--- src/rtl/fir_seq_pkg.sv ---
// ============================================================================
// Module  : fir_seq_pkg
// Brief   : Shared types and constants for the FIR pair sequencer.
// Rev     : 1.0  initial release
// ============================================================================
`default_nettype none

package fir_seq_pkg;

    typedef enum logic [2:0] {
        ST_IDLE  = 3'd0,
        ST_FETCH = 3'd1,
        ST_ISSUE = 3'd2,
        ST_WAIT  = 3'd3,
        ST_CMP   = 3'd4,
        ST_DONE  = 3'd5
    } state_e;

    localparam int FIR_SEQ_WIDTH = 24;
    localparam int LFSR_W        = 24;

    // Galois form of x^24 + x^23 + x^22 + x^17 + 1, right-shifting.
    localparam logic [LFSR_W-1:0] LFSR_TAP_MASK     = 24'hE10000;
    localparam logic [LFSR_W-1:0] LFSR_SEED_DEFAULT = 24'h5A5A5A;

    function automatic logic [LFSR_W-1:0] lfsr_next(input logic [LFSR_W-1:0] cur);
        lfsr_next = cur[0] ? ((cur >> 1) ^ LFSR_TAP_MASK) : (cur >> 1);
    endfunction

endpackage

`default_nettype wire

--- src/rtl/fir_seq_lfsr.sv ---
// ============================================================================
// Module  : fir_seq_lfsr
// Brief   : 24-bit Galois LFSR sample source with seed load and step enable.
// Rev     : 1.0  initial release
// ============================================================================
`default_nettype none

module fir_seq_lfsr
    import fir_seq_pkg::*;
#(
    parameter int                WIDTH = FIR_SEQ_WIDTH,
    parameter logic [LFSR_W-1:0] SEED  = LFSR_SEED_DEFAULT
) (
    input  logic             clk,
    input  logic             rst_n,
    input  logic             load_i,
    input  logic             step_i,
    output logic [WIDTH-1:0] value_o
);

    logic [LFSR_W-1:0] lfsr_q;
    logic [LFSR_W-1:0] lfsr_d;

    // A load takes priority so a fresh run always begins from the seed.
    always_comb begin
        lfsr_d = lfsr_q;
        if (load_i) begin
            lfsr_d = SEED;
        end else if (step_i) begin
            lfsr_d = lfsr_next(lfsr_q);
        end
    end

    always_ff @(posedge clk or negedge rst_n) begin
        if (!rst_n) begin
            lfsr_q <= SEED;
        end else begin
            lfsr_q <= lfsr_d;
        end
    end

    assign value_o = WIDTH'(lfsr_q);

endmodule

`default_nettype wire

--- src/rtl/fir_pair_sequencer.sv ---
// ============================================================================
// Module  : fir_pair_sequencer
// Brief   : Feeds one sample at a time to two FIR variants and counts output
//           mismatches. Define FIR_SEQ_LFSR_EN to source samples from an LFSR.
// Rev     : 1.0  initial release
// ============================================================================
`default_nettype none

module fir_pair_sequencer
    import fir_seq_pkg::*;
#(
    parameter int                WIDTH     = FIR_SEQ_WIDTH,
    parameter int                LATENCY   = 8,
    parameter int                CNT_W     = 16,
    parameter logic [LFSR_W-1:0] LFSR_SEED = LFSR_SEED_DEFAULT
) (
    input  logic             clk,
    input  logic             rst_n,
    input  logic             start,
    input  logic             abort,
    input  logic [CNT_W-1:0] num_samples,
    input  logic [WIDTH-1:0] s_data,
    input  logic             s_valid,
    output logic             s_ready,
    output logic [WIDTH-1:0] fir_input_sig,
    output logic             fir_ready,
    input  logic [WIDTH-1:0] fir_sig_a,
    input  logic [WIDTH-1:0] fir_sig_b,
    output logic             busy,
    output logic             done,
    output logic             err_flag,
    output logic [CNT_W-1:0] mismatch_cnt,
    output logic [CNT_W-1:0] first_err_idx
);

    localparam int                c_WAIT_W    = (LATENCY > 1) ? $clog2(LATENCY) : 1;
    localparam logic [c_WAIT_W-1:0] c_WAIT_INIT = c_WAIT_W'(LATENCY - 1);
    localparam logic [c_WAIT_W-1:0] c_WAIT_ONE  = c_WAIT_W'(1);
    localparam logic [CNT_W-1:0]  c_CNT_ONE   = CNT_W'(1);

    state_e              state_q, state_d;
    logic [CNT_W-1:0]    num_q, num_d;
    logic [CNT_W-1:0]    idx_q, idx_d;
    logic [CNT_W-1:0]    mis_q, mis_d;
    logic [CNT_W-1:0]    first_q, first_d;
    logic                err_q, err_d;
    logic [WIDTH-1:0]    sample_q, sample_d;
    logic [c_WAIT_W-1:0] wait_q, wait_d;

    logic                w_fetch_ok;
    logic [WIDTH-1:0]    w_fetch_data;

`ifdef FIR_SEQ_LFSR_EN
    logic             w_lfsr_load;
    logic             w_lfsr_step;
    logic [WIDTH-1:0] w_lfsr_value;
    logic             w_unused_stream;

    assign w_lfsr_load     = (state_q == ST_IDLE) && start;
    assign w_lfsr_step     = (state_q == ST_FETCH) && !abort;
    assign w_unused_stream = ^{s_data, s_valid};

    fir_seq_lfsr #(
        .WIDTH (WIDTH),
        .SEED  (LFSR_SEED)
    ) u_lfsr (
        .clk     (clk),
        .rst_n   (rst_n),
        .load_i  (w_lfsr_load),
        .step_i  (w_lfsr_step),
        .value_o (w_lfsr_value)
    );

    assign s_ready      = 1'b0;
    assign w_fetch_ok   = 1'b1;
    assign w_fetch_data = w_lfsr_value;
`else
    logic [LFSR_W-1:0] w_unused_seed;

    assign w_unused_seed = LFSR_SEED;
    // Deassert ready on abort so no sample is consumed by a run being torn down.
    assign s_ready       = (state_q == ST_FETCH) && !abort;
    assign w_fetch_ok    = s_valid;
    assign w_fetch_data  = s_data;
`endif

    always_comb begin
        state_d   = state_q;
        num_d     = num_q;
        idx_d     = idx_q;
        mis_d     = mis_q;
        first_d   = first_q;
        err_d     = err_q;
        sample_d  = sample_q;
        wait_d    = wait_q;
        fir_ready = 1'b0;
        done      = 1'b0;

        if (abort && (state_q != ST_IDLE)) begin
            state_d = ST_IDLE;
        end else begin
            case (state_q)
                ST_IDLE: begin
                    if (start) begin
                        num_d   = num_samples;
                        idx_d   = '0;
                        mis_d   = '0;
                        first_d = '0;
                        err_d   = 1'b0;
                        state_d = (num_samples == '0) ? ST_DONE : ST_FETCH;
                    end
                end
                ST_FETCH: begin
                    if (w_fetch_ok) begin
                        sample_d = w_fetch_data;
                        state_d  = ST_ISSUE;
                    end
                end
                ST_ISSUE: begin
                    fir_ready = 1'b1;
                    if (LATENCY == 1) begin
                        state_d = ST_CMP;
                    end else begin
                        wait_d  = c_WAIT_INIT;
                        state_d = ST_WAIT;
                    end
                end
                ST_WAIT: begin
                    wait_d = wait_q - c_WAIT_ONE;
                    if (wait_q == c_WAIT_ONE) begin
                        state_d = ST_CMP;
                    end
                end
                ST_CMP: begin
                    if (fir_sig_a != fir_sig_b) begin
                        if (mis_q != '1) begin
                            mis_d = mis_q + c_CNT_ONE;
                        end
                        if (!err_q) begin
                            first_d = idx_q;
                        end
                        err_d = 1'b1;
                    end
                    if (idx_q == (num_q - c_CNT_ONE)) begin
                        state_d = ST_DONE;
                    end else begin
                        idx_d   = idx_q + c_CNT_ONE;
                        state_d = ST_FETCH;
                    end
                end
                ST_DONE: begin
                    done    = 1'b1;
                    state_d = ST_IDLE;
                end
                default: begin
                    state_d = ST_IDLE;
                end
            endcase
        end
    end

    always_ff @(posedge clk or negedge rst_n) begin
        if (!rst_n) begin
            state_q  <= ST_IDLE;
            num_q    <= '0;
            idx_q    <= '0;
            mis_q    <= '0;
            first_q  <= '0;
            err_q    <= 1'b0;
            sample_q <= '0;
            wait_q   <= '0;
        end else begin
            state_q  <= state_d;
            num_q    <= num_d;
            idx_q    <= idx_d;
            mis_q    <= mis_d;
            first_q  <= first_d;
            err_q    <= err_d;
            sample_q <= sample_d;
            wait_q   <= wait_d;
        end
    end

    assign fir_input_sig = sample_q;
    assign busy          = (state_q != ST_IDLE);
    assign err_flag      = err_q;
    assign mismatch_cnt  = mis_q;
    assign first_err_idx = first_q;

endmodule

`default_nettype wire

--- config.mk ---
export PLATFORM = sky130hd
export DESIGN_NAME = fir_pair_sequencer
export DESIGN_NICKNAME = d
export VERILOG_FILES = /design/src/rtl/fir_seq_pkg.sv /design/src/rtl/fir_seq_lfsr.sv /design/src/rtl/fir_pair_sequencer.sv
export SDC_FILE = /design/constraint.sdc
export NUM_CORES = 1
export LEC_CHECK = 0
export ABC_AREA = 1
export ABC_CLOCK_PERIOD_IN_PS = 1800
export CORE_MARGIN = 2
export CORE_UTILIZATION = 46
export CTS_BUF_LIST = sky130_fd_sc_hd__clkbuf_4
export DETAILED_ROUTE_END_ITERATION = 10
export GPL_TIMING_DRIVEN = 1
export PLACE_DENSITY_LB_ADDON = 0.08
export SYNTH_ARGS = -nofsm -noshare
export SYNTH_HDL_FRONTEND = slang
export SYNTH_HIERARCHICAL = 1
export SYNTH_SLANG_ARGS = --single-unit
--- constraint.sdc ---
create_clock -name clk -period 1.8 [get_ports clk]
set_input_delay 0.36 -clock clk [delete_from_list [all_inputs] [get_ports clk]]
set_output_delay 0.36 -clock clk [all_outputs]
set_load 0.02 [all_outputs]
Word level (Yosys, flattened, before mapping)
Index checks and enable logic that the tools add are counted.
W data, S select, Z words.
- bits in registers: 95
- bits in latches: 0
- bits in writable memories: 0
- ROM bits: 0
- word-level logic and storage cells: 70
- memories kept: 0
- $add $sub $neg: 4
- $mul: 0
- div/mod/pow operators: 0
- $lt $le $gt $ge: 0
- eq/ne operators: 17
- shift-type cells: 0
- multiplexer cells: 24
- bitwise logic cells: 1
- reduce and logical (&&, ||, !) cells: 16
- operators with widths (cell ; number):
    $mux W16 ; 6
    $pmux W16 S2 ; 3
    $add A16 B1 Y16 const B ; 2
    $ne A24 B24 Y1 ; 1
    $mux W3 ; 6
    $eq A16 B16 Y1 ; 1
    $logic_not A16 Y1 ; 1
    $ne A16 B16 Y1 const B ; 1
    $sub A16 B1 Y16 const B ; 1
    $pmux W3 S5 ; 1
    $ne A2 B2 Y1 const B ; 5
    $reduce_and A5 Y1 ; 2
    $reduce_and A3 Y1 ; 3
    $reduce_and A4 Y1 ; 2
    $eq A3 B1 Y1 const B ; 2
    $eq A3 B2 Y1 const B ; 2
    $eq A3 B3 Y1 const B ; 2
    $mux W1 ; 6
    $ne A3 B3 Y1 const B ; 2
    $pmux W3 S2 ; 1
    $reduce_bool A2 Y1 ; 2
    $logic_not A3 Y1 ; 1
    $ne A3 B2 Y1 const B ; 1
    $reduce_bool A3 Y1 ; 1
    6 further kinds ; 7

Longest topological paths before layout
Gate-level depths: netlist of run 1.
- word-level depth: 5
- gate-level depth with buffers: 16
- gate-level depth less buffers: 15

Least setup slack after synthesis of run 1
OpenSTA, ideal clock, no wires.
- path type: register to register
- from: register num_q[0]
- to: register idx_q[5]
- setup time: 0.117 ns
- data arrival time: 1.773 ns
- data required time: 1.683 ns
- path slack: -0.090 ns
- stages on the path, launching flop included: 14
- buffers on the path: 1
- period minus slack after synthesis: 1.890 ns
- path through: dfrtp_1 > inv_1 > ha_1 > nand2_1 > nor2_2 > nand2_1 > nor2_1 > xor2_1 > inv_1 > nor2_4 > nand2_4 > buf_4 > nand3_1 > nand2_1
- longest elaborated chain between the ends: 4
- ends and longest elaborated chain (element ; RTL line ; RTL):
    start, declared ; fir_pair_sequencer.sv:42 ; logic [CNT_W-1:0] num_q, num_d;
    start signal, assigned ; fir_pair_sequencer.sv:174 ; num_q <= num_d;
    $sub A16 B1 Y16 ; fir_pair_sequencer.sv:144 ; if (idx_q == (num_q - c_CNT_ONE)) begin
    $eq A16 B16 Y1 ; fir_pair_sequencer.sv:144 ;
    $ne A2 B2 Y1 (no line) ; - ;
    $reduce_and A4 Y1 (no line) ; - ;
    end signal, assigned ; fir_pair_sequencer.sv:175 ; idx_q <= idx_d;
    end, declared ; fir_pair_sequencer.sv:43 ; logic [CNT_W-1:0] idx_q, idx_d;
No other way between the ends.
A chain may end at the register's enable or synchronous reset.

Worst setup path in the final report of run 1
- from: register num_q[1]
- to: register idx_q[14]
The elaborated chain is that of the path after synthesis.

==> flow_summary.ini, run 1 <==
[sta]
drv_slew = 0
setup_ws_ps = -193
finalSetupViolCount = 61
period_needed_ps = 1990
rsz0062_at_grt = yes
worst_slew_pin_slew_ps = 464
max-slew-margin-rel = 0.688
fmax_mhz = 502
hold_violations = 0
finClkSkew_ps = 23.8
setup_tns_ps = -5280
fin_crit_sh = 1.11

[logic_synthesis]
synth_xor_area_frac = 0.0540
synth_top_family_by_area = simple AND/OR/NAND/NOR gates
syn_area_um2 = 5670
yosys.area_share.simple = 0.323
ys_warn_count = 6
synth_compound_area_frac = 0.0701
syn_inst = 746
synth_top_area_share = 0.419
yosys_register_bits = 95
syn-mean-instance-area_um2 = 7.61
synth_nets = 844
synthAdderAreaFrac = 0.0110
synth.distinct_cells = 38
ys_seq_area_frac = 0.419
synth_area_leader_cell = dfrtp_1
ys_top_cells_by_area = dfrtp_1, nand2_1, nand3_1
synthMuxAreaShare = 0.0476

[critical_path]
worstSetupPathType = register to register
cp_num_buf_inv = 2
end_kind = register
critPathArrivalTime_ps = 2430
path_cells = inv_2, ha_4, nand2_2, nand2_2, nor3_2, nand2_1, nor2_1, nand3_1, nor2_4, buf_12, nand2_8, nand2_8, nand2_2, nand2_1
cp_max_fo = 8
cpPeakStageDelay_ps = 430
cp.required_ps = 2240
cp_common_cell = nand2_2
cpLargestDelayFamily = simple AND/OR/NAND/NOR gates
crit_path_top_delay_cell = dfrtp_1
start_kind = register

[run_status]
violations = setup timing
status = finished, violations left

[clocking]
cts_root_buf = clkbuf_4
clk_pin_slew_ps = 160
tritoncts = yes
cts-buffers-inserted = 9
htreeDepth = 3
clkLatencyLatePin_ps = 490
cts.sinks = 95
ctsLongestPathBuffers = 2

[route]
wl_um = 16900
dr.pass1.iters = 7
wl_per_cell_um = 14.9
vias = 5907
ant_nets = 0
drcViolationCount = 0
drt_iter0_markers = 367
routed_via_density = 5.21

[place]
gp_congestion = 0.932
hpwlAfterDp_um = 11500
io_buffer_count = 153

[die]
die-area_um2 = 13200
die_y_um = 115
io_pins = 154
die_x_um = 115
rows = 40
initial_core_util = 0.472
coreArea_um2 = 12000

[global_route]
grt_pass1_vias = 5548
grtUsageTotal = 0.250
grt_max_degree = 38
overflow = 0
grt_pass1_wl_um = 26100
antenna_found_initial = 0

[worst_hold_path]
hold_class = primary input to asynchronous set/reset pin

[cells_and_area]
final_util = 0.727
final_common_cell = nand2_1
final_cell_mix = nand2_1, dfrtp_1, clkdlybuf4s50_1, buf_4, nor2_1
drive_gt1_frac = 0.267
synthToLayoutAreaGrowth_pct = 53.8
final_nets = 1078

[power_and_ir_drop]
power.density_nw_per_um2 = 1100
ir_drop_uv = 660
power.leakage_uw = 0.00407

[job]
max-cap-violations = 0
==> worst reg2reg max path: cells and delay by family (launching register included) <==
| kind | cells | cell delay [ps] |
|---|---|---|
| DFF | 1 | 430 |
| adders and majority gates | 1 | 210 |
| buffers and inverters | 2 | 220 |
| and+or+nand+nor | 11 | 1060 |
==> cell families after synthesis <==
group / after synthesis
flip-flops: 95
buffers and inverters: 98
AO/OA/AOI/OAI: 73
XOR/XNOR: 35
adder cells (fa/ha/maj): 5
multiplexers: 24
AND/OR/NAND/NOR: 416
==> synth_stat cells <==
cell type,number
a211oi_1,1
a21o_1,1
a21oi_1,5
a311oi_1,1
a31o_2,3
buf_2,7
buf_4,3
buf_6,3
buf_8,1
clkbuf_1,8
clkbuf_2,3
dfrtp_1,95
ha_1,5
inv_1,69
inv_2,4
mux2_2,24
nand2_1,222
nand2_2,3
nand2_4,1
nand2_8,1
nand3_1,55
nand3_4,1
nand3b_1,5
nand4_1,16
nor2_1,73
nor2_2,5
nor2_4,4
nor3_1,14
nor4_1,8
o2111ai_1,1
o21ai_0,35
o21ai_1,21
o21ai_2,1
o22ai_1,4
or2_1,1
or2_2,7
xnor2_1,13
xor2_1,22
==> metrics by stage <==
step	cell area, um2	power [uW]	std cells	worst slack (ps)	hold slack (ps)
after CTS	8360	9160	1126	-183	315
after global placement	7750	7290	1080	-357	313
after detailed placement	7750	7430	1080	-389	313
final	8730	9600	1133	-193	311
after global routing	8730	10200	1132	-313	328
after floorplan	5690	5570	746	6.53	64.4
==> sequential cells by signal (all words and copies together) (netlist names) <==
signal / count
state_q: 3
first_err_idx: 16
num_q: 16
idx_q: 16
err_flag: 1
wait_q: 3
mismatch_cnt: 16
fir_input_sig: 24
==> cell type report <==
type / count / area, um2
Antenna cell: 1 / 2.50
Sequential cell: 95 / 2380
Tap cell: 147 / 184
Clock inverter: 5 / 40.0
Inverter: 73 / 277
Fill cell: 947 / 3280
Timing Repair Buffer: 242 / 2360
Clock buffer: 11 / 82.6
Multi-Input combinational cell: 559 / 3400
==> path summary, 6_finish.rpt <==
| path | cells past startpoint | startpoint | slack [ps] | end |
|---|---|---|---|---|
| min reg2reg | 2 | num_q[15] | 500 | num_q[15] |
| max | 14 | num_q[1] | -190 | idx_q[14] |
| max in group asynchronous | 3 | rst_n | 930 | mismatch_cnt[0] |
| max reg2reg | 14 | num_q[1] | -190 | idx_q[14] |
| min | 2 | rst_n | 310 | mismatch_cnt[4] |
| min in group clk | 3 | num_samples[1] | 440 | num_q[1] |
==> report_power, final <==
part	switching (uW)	leakage (uW)	internal, uW
Sequential	399	0.00123	2660
Clock	784	0.0000722	331
Combinational	2910	0.00277	2520
==> routing by layer <==
metal | track usage | wire (um) | vias up
li1 | - | - | 2908
met1 | 0.321 | 7120 | 2759
met2 | 0.428 | 8360 | 211
met3 | 0.0538 | 1040 | 29
met4 | 0.0659 | 350 | 0
met5 | 0 | 0 | -
==> timing repair <==
action,in CTS,in global routing
pin swaps,27,35
endpoints found under the setup margin,110,80
endpoints found under the hold margin,28,0
hold buffers,1,0
buffers inserted,22,4
gates resized for setup,140,92
cloned,8,4
Power figures use the tool's default switching activity.
==> run 2, diff against run 1 <==
--- a/config.mk
+++ b/config.mk
@@ -6,13 +6,14 @@
 export NUM_CORES = 1
 export LEC_CHECK = 0
 export ABC_AREA = 1
-export ABC_CLOCK_PERIOD_IN_PS = 1800
+export ABC_CLOCK_PERIOD_IN_PS = 2500
 export CORE_MARGIN = 2
-export CORE_UTILIZATION = 46
+export CORE_UTILIZATION = 51
 export CTS_BUF_LIST = sky130_fd_sc_hd__clkbuf_4
 export DETAILED_ROUTE_END_ITERATION = 10
 export GPL_TIMING_DRIVEN = 1
 export PLACE_DENSITY_LB_ADDON = 0.08
+export SKIP_LAST_GASP = 1
 export SYNTH_ARGS = -nofsm -noshare
 export SYNTH_HDL_FRONTEND = slang
 export SYNTH_HIERARCHICAL = 1
==> constraint.sdc (replaced) <==
create_clock -name clk -period 2.5 [get_ports clk]
set_input_delay 0.5 -clock clk [delete_from_list [all_inputs] [get_ports clk]]
set_output_delay 0.5 -clock clk [all_outputs]
set_load 0.05 [all_outputs]
==> run 2 against run 1 <==
The flow now finishes without violations. Sequential power is 27% lower. Clock-buffer cell count is 2 lower. Final cell count is 8.3% lower. Critical path depth is 13 lower. Design area is 14% lower. Core utilization is 3.6 points lower. Die area is 9.5% lower. Critical endpoint is now mismatch_cnt[0]. Highest routed layer unchanged.
==> flow_summary.ini, run 2 (same netlist as run 1, synthesis figures left out) <==
[run_status]
status = finished clean

[power_and_ir_drop]
power.leakage_uw = 0.00326
total_power_uw = 6240
clkPwrFrac = 0.118
pwr-share-comb = 0.524
ir_drop_uv = 816
p_sw_uw = 2910
p_seq_frac = 0.358
p_int_uw = 3330
power.density_nw_per_um2 = 834
switching_share = 0.466

[route]
wl_per_cell_um = 13.0
drt_iter0_markers = 271
dr.pass1.iters = 5
ant_nets = 0
routed_via_density = 5.14
wl_um = 13500
vias = 5339
drcViolationCount = 0

[clocking]
tritoncts = yes
cts-buffers-inserted = 9
clk_pin_slew_ps = 160
cts_root_buf = clkbuf_4
clkLatencyLatePin_ps = 460
htreeDepth = 3
ctsLongestPathBuffers = 2
post_cts_buffers = 0
cts.sinks = 95

[critical_path]
cpLargestDelayFamily = buffers and inverters
end_kind = output pin
start_kind = register
crit_path_top_delay_cell = clkdlybuf4s50_1
worstSetupPathType = register to output pin
reg2reg_depth = 13
cp_max_fo = 9
worst_r2r_startpoint = num_q[0]
critPathArrivalTime_ps = 1850
cp.required_ps = 2000
cpPeakStageDelay_ps = 860
reg2reg_slack_ps = 340
path_cells = clkdlybuf4s50_1
cp_num_buf_inv = 1
r2r-end = idx_q[5]

[worst_hold_path]
hold_class = primary input to asynchronous set/reset pin

[die]
die-area_um2 = 12000
die_y_um = 109
die_x_um = 109
io_pins = 154
initial_core_util = 0.523
rows = 38
coreArea_um2 = 10800

[sta]
hold_violations = 0
fmax_mhz = 426
rsz0062_at_grt = no
finalSetupViolCount = 0
finClkSkew_ps = 18.4
max-slew-margin-rel = 0.609
worst_slew_pin_slew_ps = 581
drv_slew = 0
period_needed_ps = 2350
fin_crit_sh = 0.939
setup_tns_ps = 0

[global_route]
grt_pass1_wl_um = 22400
grt_max_degree = 43
grtUsageTotal = 0.235
antenna_found_initial = 0
overflow = 0
grt_pass1_vias = 4971

[cells_and_area]
largest_register_ffs = 24
final_nets = 992
fillCellCount = 957
synthToLayoutAreaGrowth_pct = 31.9
final_cell_mix = nand2_1, clkdlybuf4s50_1, dfrtp_1, nor2_1, inv_1
drive_gt1_frac = 0.0912
final_common_cell = nand2_1
insertedDiodeCount = 0
stdcell_count = 1039

[place]
gp_congestion = 0.905
hpwlAfterDp_um = 10700
io_buffer_count = 153
place_inst = 1022

[job]
max-cap-violations = 0
run 2: final cells by class:
class                           instances  area [um2]  area share
Clock buffer                            9        67.6     0.00903
Tap cell                              140         175      0.0234
Clock inverter                          7        47.5     0.00635
Sequential cell                        95        2380       0.318
Inverter                               73         274      0.0366
Timing Repair Buffer                  162        1670       0.223
Multi-Input combinational cell        553        2880       0.384
run 2: through the flow:
stage / util / cell area, um2 / hold WS [ps] / worst slack [ps]
global route: 0.690 / 7480 / 470 / 55.2
CTS: 0.690 / 7480 / 438 / 117
global placement: 0.679 / 7360 / 424 / 240
detailed placement: 0.679 / 7360 / 434 / 176
finish: 0.690 / 7480 / 461 / 153
floorplan: - / 5680 / 204 / 392
run 2: how the worst max path moves through the flow:
| stage | startpoint | end | slack [ps] | depth (start not counted) |
|---|---|---|---|---|
| global route | mismatch_cnt[0] | mismatch_cnt[0] | 60 | 1 |
| finish | mismatch_cnt[0] | mismatch_cnt[0] | 150 | 1 |
| CTS | mismatch_cnt[0] | mismatch_cnt[0] | 120 | 1 |
| detailed placement | fir_sig_b[4] | first_err_idx[7] | 180 | 11 |
| floorplan | mismatch_cnt[0] | mismatch_cnt[0] | 390 | 10 |
| global placement | fir_sig_b[4] | first_err_idx[2] | 240 | 11 |
run 2: routing by layer:
metal	global-route usage	routed length [um]	vias to the layer above
li1	-	-	2710
met3	0.0462	734	16
met4	0.0759	237	0
met1	0.305	6050	2456
met2	0.394	6480	157
met5	0	0	-
run 2: timing repair:
action,4_1_cts,5_1_grt
resized for setup,1,0
setup endpoints to repair,1,0
endpoints found under the hold margin,25,0
hold buffers,1,0
run 2: power by group through the flow:
stage	logic [uW]	clock network [uW]	registers [uW]
2_1_floorplan	1580	0	2940
3_3_place_gp	3200	0	2240
3_5_place_dp	3270	0	2260
4_1_cts	3280	776	2230
5_1_grt	3570	823	2290
6_report	3270	736	2230
==> edit 1, RTL diff (flow settings as in run 1) <==
Register the output `mismatch_cnt` once more, cleared by the reset; this adds one clock of latency there. The other outputs are not delayed to match.
--- a/src/rtl/fir_pair_sequencer.sv
+++ b/src/rtl/fir_pair_sequencer.sv
@@ -186,3 +186,9 @@
     assign err_flag      = err_q;
-    assign mismatch_cnt  = mis_q;
+    always_ff @(posedge clk or negedge rst_n) begin
+        if (!rst_n) begin
+            mismatch_cnt <= '0;
+        end else begin
+            mismatch_cnt <= mis_q;
+        end
+    end
     assign first_err_idx = first_q;
Formal check against the unedited RTL: no difference found for any inputs over 10 cycles, from zero or initial values and one cycle with rst_n low; that may be too few to reach the edited logic, so the function may still have changed.
==> edit 1 against run 1 <==
- the flow still finishes with violations (setup timing)
- area after synthesis is 9.9% higher
- sequential power is 10% higher
- setup slack worse by 87 ps
- cell area is 7.0% higher
- power is 3.4% higher
- sequential cell count is 16 higher
- clock power is 14% higher
- wire length is 5.7% higher
- largest power group unchanged
- highest routed layer unchanged
==> edit 1: results (changes against run 1) <==
* Iter 0 DRT Violations at 365 (-0.54%)
* Root Buffer: clkbuf_4
* Synthesized area per cell at 7.85 µm² (+3.1%)
* Cts bufs inserted at 9 (unchanged)
* Failing checks: setup timing
* Final Skew at 27.7 ps (+3.89 ps)
* Routed WL per cell at 14.6 µm (-1.8%)
* Lkg Pwr at 4.53 nW (+11%)
* Status: finished with violations
* Avg Vias per Cell at 5.17 (-0.87%)
* Setup-failing EPs final at 78 (+28%)
* Unique masters post-synth at 34 (-11%)
* Total GRT Usage at 0.234 (-0.0159)
* Worst Setup Slack, final at -280 ps (-86.9 ps)
* Clock Latency Late Sink at 520 ps (+30 ps)
* Pin count of the biggest net entering global routing at 52 (+37%)
* First-pass GRT wire length at 27,500 µm (+5.3%)
* Placed Cells incl. Taps at 1,172 (+8.5%)
* Area Overhead vs Synth at 49.8%
* H-tree depth at 3 (unchanged)
* Slowest cell on crit path: dfrtp_1
* Most frequent cells after synthesis: nand2_1 (227), dfrtp_1 (111), nor2_1 (102)
* DP HPWL at 12,400 µm (+7.9%)
* Pre-antenna DRT Iters at 5 (-2)
* Worst Hold Class: in2async
* Clock tree buffer depth at 2 (unchanged)
* Synth Net Count at 893 (+5.8%)
* Initial antenna violation count at 0 (unchanged)
* Top cells by area, synth: dfrtp_1 (45%), nand2_1 (14%), nor2_1 (6.1%)
* Layout cells sized above 1 at 0.254 (-0.0129)
* ANT cells at 0 (-1)
* VDD IR max at 0.676 mV (+2.5%)
* Slew HR at 0.664 (-0.0237)
* RD Place Congestion at 0.890 (-4.5%)
* Vias in the first global route at 6,048 (+9.0%)
* Syn. warnings at 6 (unchanged)
* CP Max Fanout at 8 (unchanged)
* Top Family by Delay on Critical Path: simple AND/OR/NAND/NOR gates
* Critical Path Source: num_q[1]
* Worst path max stage delay at 440 ps
* Final nets at 1,136 (+5.4%)
* Clock transition at the registers of the reported paths at 190 ps (+30 ps)
* Sequential-to-total area share from yosys stat at 0.445 (+0.0264)
* Fin cells at 1,219 (+7.6%)
-- edit 1: final cells by class --
cell class | instances | area, µm²
inverters | 78 | 293
fillers | 1114 | 3900
clock buffers | 9 | 67.6
multi-input cells | 583 | 3480
clock inverters | 7 | 77.6
flip-flops and latches | 111 | 2780
repair buffers | 255 | 2420
well taps | 176 | 220
-- edit 1: metrics by stage --
step,total power [mW],utilization,worst slack [ps],area [µm²],TNS [ps]
after floorplan,5.88,-,5.80,6260,0
after global placement,7.69,0.640,-239,8480,-15250
after detailed placement,7.82,0.640,-298,8480,-18770
after CTS,9.06,0.657,-259,8700,-4520
after global routing,10.6,0.705,-429,9340,-15410
final,9.93,0.705,-280,9340,-11860
-- edit 1: cell families after synthesis --
group	count (synthesis)	synth area share
buffers and inverters	104	0.0684
adders and majority gates	5	0.0100
DFF	111	0.445
and+or+nand+nor	466	0.334
xor gates and xnor gates	46	0.0646
AOI/OAI and AO/OA	39	0.0347
muxes	24	0.0433
-- edit 1: worst paths after layout --
path	endpoint	slack [ps]	depth (start not counted)
min reg2reg	first_err_idx[7]	500	2
max reg2reg	idx_q[0]	-280	16
max	idx_q[0]	-280	16
max in group asynchronous	num_q[2]	1050	3
min	mis_q[6]	210	2
min in group clk	num_q[13]	390	3
-- edit 1: what timing repair did --
action                                 4_1_cts  5_1_grt
cloned                                       3        5
setup endpoints to repair                  111       77
hold buffers                                 1        0
pin swaps                                    7       28
setup buffers                               10       12
resized for setup                           89      123
endpoints found under the hold margin      111        0
-- edit 1: routing by layer --
layer	routed length (µm)	GRT usage	vias to the layer above
li1	-	-	3060
met1	7420	0.291	2997
met2	9090	0.415	193
met3	736	0.0269	50
met4	580	0.0901	0
met5	0	0	-
-- edit 1: power by group --
| group | internal [mW] | switching, mW | total (mW) | leakage (nW) |
|---|---|---|---|---|
| Combinational | 2.49 | 2.79 | 5.28 | 2.99 |
| Clock | 0.328 | 0.948 | 1.28 | 0.0746 |
| Sequential | 3.02 | 0.355 | 3.37 | 1.46 |
-- edit 1: worst reg2reg max path: stages (launching register included) --
cell     delay, ps
dfrtp_1        440
inv_2           90
ha_4           210
nand2_2         70
nand2_2         40
nor2_1          90
nand2_1         90
nor2_4          90
nand2_2         70
nor2_2         130
nand2_2         90
nor2_4         130
buf_12         140
nand2_8         90
nand2_8        130
nand2_2         60
nand2_1         50
==> edit 2, RTL diff (config.mk and constraints of run 1) <==
Made on the original files. The package constant `FIR_SEQ_WIDTH` goes from 24 to 12.
--- a/src/rtl/fir_seq_pkg.sv
+++ b/src/rtl/fir_seq_pkg.sv
@@ -18,3 +18,3 @@
 
-    localparam int FIR_SEQ_WIDTH = 24;
+    localparam int FIR_SEQ_WIDTH = 12;
     localparam int LFSR_W        = 24;
Interface: changed (resized fir_input_sig, fir_sig_a, fir_sig_b and s_data); port bits go from 154 to 106. The function was not compared with the original's and may differ.
==> edit 2 against run 1 <==
- the run still ends with setup timing left
- cell count is 5.9% lower
- area after synthesis is 8.8% lower
- wire length is 6.8% lower
- combinational power is 12% lower
- clock power is 6% higher
- non-clock buffer count is 22 lower
- power is 11% lower
- cell area is 8.9% lower
- critical path depth is 1 lower
- largest power group unchanged
- setup slack worse by 51 ps
- first-iteration DRC count is 18% lower
- critical endpoint is now idx_q[5]
- sequential cell count is 12 lower
==> edit 2: results (changes against run 1) <==
* Avg Vias per Cell at 5.05 (-3.1%)
* Failing checks: setup timing
* Status: finished with violations
* DP HPWL at 10,600 µm (-7.6%)
* Vias in the first global route at 5,208 (-6.1%)
* Final Skew at 25.4 ps (+1.63 ps)
* Post-synthesis compound-gate area fraction at 0.0355 (-0.0346)
* Slew @ Worst Pin at 467 ps (+2.85 ps)
* # port buffers at 105 (-31%)
* Unique masters post-synth at 37 (-2.6%)
* Setup-failing EPs final at 53 (-13%)
* ANT cells at 0 (-1)
* Post-Synth Adder-Cell Area at 0.0121 (+0.00106)
* Lkg Pwr at 3.87 nW (-5.0%)
* Most frequent cells after synthesis: nand2_1 (234), nor2_1 (92), dfrtp_1 (83)
* Total GRT Usage at 0.266 (+0.0161)
* Synth Net Count at 773 (-8.4%)
* Pre-antenna DRT Iters at 5 (-2)
* Worst Setup Slack, final at -244 ps (-50.9 ps)
* Mux cell area share after synthesis at 0.0261 (-0.0215)
* Worst path max stage delay at 400 ps (-30 ps)
* Arrival time worst endpoint at 2410 ps (-20 ps)
* First-pass GRT wire length at 24,900 µm (-4.6%)
* Post-synthesis xor/xnor area fraction at 0.0761 (+0.0221)
* Iter 0 DRT Violations at 300 (-18%)
* RD Place Congestion at 0.929 (-0.38%)
* Pin count of the biggest net entering global routing at 35 (-7.9%)
* Placed Cells incl. Taps at 1,024 (-5.2%)
* Postcts setup bufs at 15 (-32%)
* Clock Latency Late Sink at 460 ps (-30 ps)
* Top cells by area, synth: dfrtp_1 (40%), nand2_1 (17%), nand3_1 (6.7%)
* VDD IR max at 0.941 mV (+43%)
* Layout cells sized above 1 at 0.297 (+0.0300)
[edit 2: cell count changes after synthesis, moves of 5 or more]
cell and change:
dfrtp_1 -12, inv_1 -18, inv_2 +7, mux2_2 -12
nand2_1 +12, nand3_1 +14, nand4_1 -8, nor2_1 +19
o21ai_0 -15, o21ai_1 -20, xnor2_1 -5, xor2_1 +15
[edit 2: cell type report]
class,count,area (µm²)
multi-input cells,544,3230
inverters,63,241
clock buffers,9,67.6
fillers,872,2940
flip-flops and latches,83,2080
well taps,140,175
repair buffers,220,2070
clock inverters,7,83.8
[edit 2: logic make-up after synthesis]
family          Yosys count
fa+ha+maj                 5
buf+inv                  86
xor+xnor                 45
simple gates            448
flops                    83
compound gates           32
mux                      12
[edit 2: final timing paths]
path	end	slack (ps)	depth (start not counted)
max	idx_q[5]	-240	13
min	mismatch_cnt[2]	380	2
max reg2reg	idx_q[5]	-240	13
min reg2reg	wait_q[2]	510	1
max in group asynchronous	state_q[2]	860	3
min in group clk	num_q[10]	470	3
[edit 2: power by group]
part | leakage, nW | switching, mW | internal, mW | total [mW]
clock network | 0.0790 | 0.743 | 0.447 | 1.19
registers | 1.09 | 0.324 | 2.25 | 2.58
logic | 2.70 | 2.53 | 2.23 | 4.77
[edit 2: per-layer routing]
layer	routed length (µm)	vias up	part of all wire	GRT usage
li1	-	2685	-	-
met1	6410	2536	0.41	0.317
met2	8240	135	0.52	0.477
met3	641	30	0.041	0.0376
met4	432	0	0.027	0.110
met5	0	-	0	0
[edit 2: stage by stage]
stage,area [µm²],hold slack [ps],setup slack (ps),total power [mW],util
floorplan,5230,64.4,-8.84,4.81,-
global placement,7040,335,-361,6.26,0.647
detailed placement,7040,338,-415,6.36,0.647
CTS,7740,371,-231,8.33,0.711
global route,7950,405,-425,9.16,0.730
finish,7950,381,-244,8.54,0.730
